### src/rtl/coord_pkg.sv
// coord_pkg: shared state encoding, default widths and wrap-around stepping for the coordinate cursor
package coord_pkg;
  localparam int DEF_W_COORD = 3;
  localparam int DEF_DIG_W = 4;
  typedef enum logic [1:0] {
    S_IDLE = 2'd0,
    S_EDIT = 2'd1,
    S_WAIT = 2'd2
  } state_t;
  function automatic int wrap_step(input int i, input int n, input logic dn);
    return dn ? ((i == 0) ? n - 1 : i - 1) : ((i == n - 1) ? 0 : i + 1);
  endfunction
endpackage

### src/rtl/detector_borda.sv
// detector_borda: one-cycle pulse on each rising edge of a level input
module detector_borda (
  input  logic clk,
  input  logic rst_n,
  input  logic d,
  output logic pulse
);
  logic q;
  always_ff @(posedge clk or negedge rst_n)
    if (!rst_n) q <= 1'b0;
    else q <= d;
  assign pulse = d & ~q;
endmodule

### src/rtl/modulo_coord_cursor.sv
// modulo_coord_cursor: wrapping (column,row) cursor with digit outputs and a valid/ack confirm handshake
module modulo_coord_cursor
  import coord_pkg::*;
#(
  parameter int N_COL = 5,
  parameter int N_ROW = 5,
  parameter int W_COORD = DEF_W_COORD,
  parameter int DIG_W = DEF_DIG_W
) (
  input  logic               clk,
  input  logic               rst_n,
  input  logic               en,
  input  logic               btn_col,
  input  logic               btn_row,
  input  logic               dir,
  input  logic               btn_ok,
  input  logic               sel_ack,
  output logic [W_COORD-1:0] col_idx,
  output logic [W_COORD-1:0] row_idx,
  output logic [DIG_W-1:0]   cdc,
  output logic [DIG_W-1:0]   rdc,
  output logic               sel_valid,
  output logic               busy
);
  state_t state, nxt;
  logic col_p, row_p, ok_p, step;
  logic [W_COORD-1:0] col_nxt, row_nxt;
  detector_borda u_col (.clk(clk), .rst_n(rst_n), .d(btn_col), .pulse(col_p));
  detector_borda u_row (.clk(clk), .rst_n(rst_n), .d(btn_row), .pulse(row_p));
  detector_borda u_ok  (.clk(clk), .rst_n(rst_n), .d(btn_ok),  .pulse(ok_p));
  // ok outranks any simultaneous column/row press, so a confirm never moves the cursor
  always_comb begin
    nxt = (state == S_IDLE) ? (en ? S_EDIT : S_IDLE) :
          (state == S_EDIT) ? (!en ? S_IDLE : (ok_p ? S_WAIT : S_EDIT)) :
          (state == S_WAIT) ? (sel_ack ? (en ? S_EDIT : S_IDLE) : S_WAIT) : S_IDLE;
    step = (state == S_EDIT) && en && !ok_p;
    col_nxt = (step && col_p) ? W_COORD'(wrap_step(int'(col_idx), N_COL, dir)) : col_idx;
    row_nxt = (step && row_p) ? W_COORD'(wrap_step(int'(row_idx), N_ROW, dir)) : row_idx;
  end
  always_ff @(posedge clk or negedge rst_n)
    if (!rst_n) begin
      state   <= S_IDLE;
      col_idx <= '0;
      row_idx <= '0;
      cdc     <= '0;
      rdc     <= '0;
    end else begin
      state   <= nxt;
      col_idx <= col_nxt;
      row_idx <= row_nxt;
      cdc     <= DIG_W'(col_nxt);
      rdc     <= DIG_W'(row_nxt);
    end
  assign sel_valid = (state == S_WAIT);
  assign busy = (state == S_WAIT);
endmodule

### config.mk
export PLATFORM = sky130hd
export DESIGN_NAME = modulo_coord_cursor
export DESIGN_NICKNAME = d
export VERILOG_FILES = /design/src/rtl/coord_pkg.sv /design/src/rtl/detector_borda.sv /design/src/rtl/modulo_coord_cursor.sv
export SDC_FILE = /design/constraint.sdc
export NUM_CORES = 1
export LEC_CHECK = 0
export CAP_MARGIN = 20
export CORE_UTILIZATION = 24
export CTS_CLUSTER_SIZE = 25
export DETAILED_ROUTE_END_ITERATION = 10
export MAX_ROUTING_LAYER = met4
export PLACE_DENSITY = 0.45
export SLEW_MARGIN = 10
export SYNTH_ARGS = -nofsm -noshare
export SYNTH_HDL_FRONTEND = slang
export SYNTH_HIERARCHICAL = 1
export SYNTH_SLANG_ARGS = --single-unit
### constraint.sdc
create_clock -name clk -period 2.96 [get_ports clk]
set_input_delay 0.296 -clock clk [delete_from_list [all_inputs] [get_ports clk]]
set_output_delay 0.296 -clock clk [all_outputs]
set_load 0.02 [all_outputs]
# Word-level counts from Yosys, hierarchy flattened
# Index checks and enable logic that the tools add are counted.
totals:
  out_inout_bits: 16
  in_bits: 8
  elab_cells: 42
  regBits: 11
op_classes:
  reduce_logical: 8
  n_bitwise: 6
  n_mux: 14
  add_sub_neg: 4
  n_eq_ne: 4
ops:
  columns: ["operator", "n"]
  rows:
  - ["$mux W3", 7]
  - ["$mux W2", 6]
  - ["$add A3 B1 Y3 const B", 2]
  - ["$eq A3 B3 Y1 const B", 2]
  - ["$logic_not A3 Y1", 2]
  - ["$sub A3 B1 Y3 const B", 2]
  - ["$logic_and A1 B1 Y1", 4]
  - ["$and A1 B1 Y1", 3]
  - ["$not A1 Y1", 3]
  - ["$eq A2 B1 Y1 const B", 1]
  - ["$eq A2 B2 Y1 const B", 1]
  - ["$logic_not A2 Y1", 1]
  - ["$logic_not A1 Y1", 1]
  - ["$mux W1", 1]

# Depth between registers and ports, before layout
depth:
  word_depth: 6
  depth_mapped: 6
  depth_no_buf: 6

# Cells and area by module
# Netlist, hierarchy kept.
by_module_without_submodules:
  columns: ["module", "area_each_um2", "cells_per_inst", "instances", "seq_area_each_um2"]
  rows:
  - ["modulo_coord_cursor", 685.7, 72, 1, 200.2]
  - ["detector_borda", 38.8, 2, 3, 25.0]

# Least setup slack after synthesis
# OpenSTA, ideal clock, no wires.
synth_path:
  path_type: "register to register"
  startpoint: "reg, netlist name rdc[0]"
  endpoint: "reg rdc[0]"
  synth_period_minus_slack_ns: 1.619
  arrival_ns: 1.554
  slack_ns: 1.341
  path_buffers: 0
  path_stages_with_launch: 7
  setup_ns: 0.065
  required_ns: 2.895
  cell_sequence: "dfrtp_1 inv_1 ha_1 ha_1 nor2b_1 a2111oi_4 a21o_1"
synth_lines:
  columns: ["item", "line", "rtl"]
  rows:
  - ["end signal, assigned", "modulo_coord_cursor.sv:52", "rdc <= DIG_W'(row_nxt);"]
  - ["end, declared", "modulo_coord_cursor.sv:21", "output logic [DIG_W-1:0] rdc,"]

# Final worst setup path
layout_path:
  startpoint: "reg state[1]"
  endpoint: "out sel_valid"
layout_between:
  elab_chain_len: 1
layout_rtl:
  columns: ["item", "line", "rtl"]
  rows:
  - ["start, declared", "modulo_coord_cursor.sv:25", "state_t state, nxt;"]
  - ["start signal, assigned", "modulo_coord_cursor.sv:48", "state <= nxt;"]
  - ["$eq A2 B2 Y1", "modulo_coord_cursor.sv:54", "assign sel_valid = (state == S_WAIT);"]
  - ["end, declared", "modulo_coord_cursor.sv:22", "output logic sel_valid,"]
# Every way passes these cells.

==> out/results.ini <==
[yosys]
synth_top_flop_cell = dfrtp_1
avgSynthCellArea_um2 = 10.28
synth_seq_cells = 11
synth_edf_count = 0
async_reset_ff_share_pct = 100.0
ys_warn_count = 6
synthCells = 78
synth.distinct_cells = 30
ys_seq_area_share_pct = 34.32
synth_area_um2 = 802.0

[global_routing]
antenna_found_initial = 0
grt_usage_pct = 9.991
grt_pass1_wl_um = 2456
overflow = 0
grt_pass1_vias = 530
grt_max_degree = 14

[detailed_routing]
via_per_inst = 4.072
avgRoutedWirePerCell_um = 10.53
drtIter0Drc = 7
drc = 0
postRouteWirelength_um = 1464
detail-route-antenna-nets = 0
vias = 566
firstDrtPassIters = 2

[timing]
fmax_mhz = 568.0
layout_min_cycle_time_ns = 1.760
setup_viol = 0
fin_skew_ns = 0.002560
hold_slack_ns = 0.3733
slew_headroom_pct = 64.78
period_share_pct = 59.47
timing.final.hold_violations = 0
setup_tns_ns = 0
rsz0062_at_grt = no
slew_violations = 0
tightest_slew_ns = 0.5267

[cells_and_area]
finalNetCount = 111
final_cell_mix = clkdlybuf4s50_1, dfrtp_1, inv_1, ha_1, o21ai_0
insertedDiodeCount = 0
fin_area_um2 = 1030
area_growth_pct = 28.39
fillCellCount = 340
final_common_cell = clkdlybuf4s50_1
drive_above_1_share_pct = 16.84
multiInputGateArea_um2 = 429.2
seq_area_um2 = 275.3

[setup_path]
slowest_stage = clkdlybuf4s50_1
critPathMaxStageDelay_ns = 0.62
r2r_slack_ns = 1.34
cp_cell_sequence = nor2b_1 -> clkdlybuf4s50_1
cp.arrival_ns = 1.46
endpoint_kind = output pin
criticalPathCategory = reg -> out
cp.required_ns = 2.66
start_kind = register
worstPathMaxFanout = 5

[run_status]
status = completed

[die]
die_y_um = 59.81
io_pins = 24
initial_utilization_pct = 25.85
core-area_um2 = 3103
die_w_um = 59.81
rows = 20
dieArea_um2 = 3577

[clock_tree]
tritoncts = done
insertion_delay_ns = 0.27
htreeDepth = 1
cts_buffers = 3
clk_path_buf_depth = 2
cts_resized = 0
cts.sinks = 11
clockRootBuffer = clkbuf_4
cts_setup_buffers = 0
holdBufCountCts = 0
path_clk_slew_ns = 0.07

[placed_design]
dp_hpwl_um = 1097
place_area_um2 = 1003
gp_congestion = 0.7035
port_buffers = 21

[min_path]
hold_path.class = in -> async

[power]
vdd_drop_max_mv = 0.3009
p_leak_nw = 0.4559
power_density_nw_per_um2 = 721.3

[job]
cap_violations = 0

Yosys cell counts (2+ instances only):
library cell  instances  share of area [%]
nor2b_4               3                5.1
nand2_1               5                2.3
o21ai_0               6                3.7
dfrtp_1              11                 34
inv_1                 7                3.3
buf_4                10                9.4
nor2b_1               4                3.1
nand2_4               2                2.8
ha_1                  7                 11
nor2_1                3                1.4
flip-flops by register name, indices dropped and copies added, names as in the netlist:
name / flops
rdc: 3
cdc: 3
u_ok/q: 1
u_row/q: 1
state: 2
u_col/q: 1
path summary, 6_finish.rpt:
kind | startpoint | to | cells past startpoint
setup / recovery | state[1] | sel_valid | 2
hold / removal | rst_n | u_row/q | 1
setup reg to reg | rdc[0] | rdc[0] | 6
hold reg to reg | rdc[1] | rdc[1] | 2
max in group asynchronous | rst_n | state[0] | 1
min in group clk | btn_row | u_row/q | 1
kinds of logic (layout without fill, tap and decap cells):
logic type	Yosys count	after routing	share of synthesized area, %
AND/OR/NAND/NOR	23	23	21.22
buffers and inverters	17	33	12.64
AO/OA/AOI/OAI	16	16	16.70
flip-flops	11	11	34.32
adder cells (fa/ha/maj)	7	7	10.92
multiplexers	2	2	2.652
other	1	2	0.4676
XOR/XNOR	1	1	1.092
per-layer routing:
metal | vias to the layer above | global-route usage [%] | wire length, µm
li1 | 290 | - | -
met1 | 256 | 12.52 | 731
met2 | 18 | 13.81 | 641
met3 | 2 | 5.195 | 80
met4 | 0 | 2.990 | 9
met5 | - | - | 0
power by group:
group / total [mW] / leakage, nW / switching (mW) / internal (mW)
clock network: 0.103 / 0.0150 / 0.0509 / 0.0521
logic: 0.403 / 0.302 / 0.206 / 0.197
registers: 0.237 / 0.139 / 0.0540 / 0.183
stage by stage:
| step | setup slack [ns] | util [%] | cells | total power, mW |
|---|---|---|---|---|
| after floorplan | 1.341 | - | 79 | 0.5137 |
| after global placement | 1.091 | 32.34 | 135 | 0.6408 |
| after detailed placement | 1.066 | 32.34 | 135 | 0.6441 |
| after CTS | 1.173 | 33.19 | 139 | 0.7544 |
| after global routing | 1.096 | 33.19 | 139 | 0.8051 |
| final | 1.200 | 33.19 | 139 | 0.7428 |
layout make-up:
type | count | share of cell area [%]
multi-input cells | 51 | 41.68
clock buffers | 4 | 2.552
inverters | 7 | 2.552
well taps | 44 | 5.346
flip-flops and latches | 11 | 26.73
repair buffers | 22 | 21.14
critical path: cells and delay by family, from the launching register on:
kind / cells / cell delay (ns)
DFF: 1 / 0.39
and+or+nand+nor: 1 / 0.18
buffers and inverters: 1 / 0.62
Note: power is estimated with default switching activity, not from simulation.
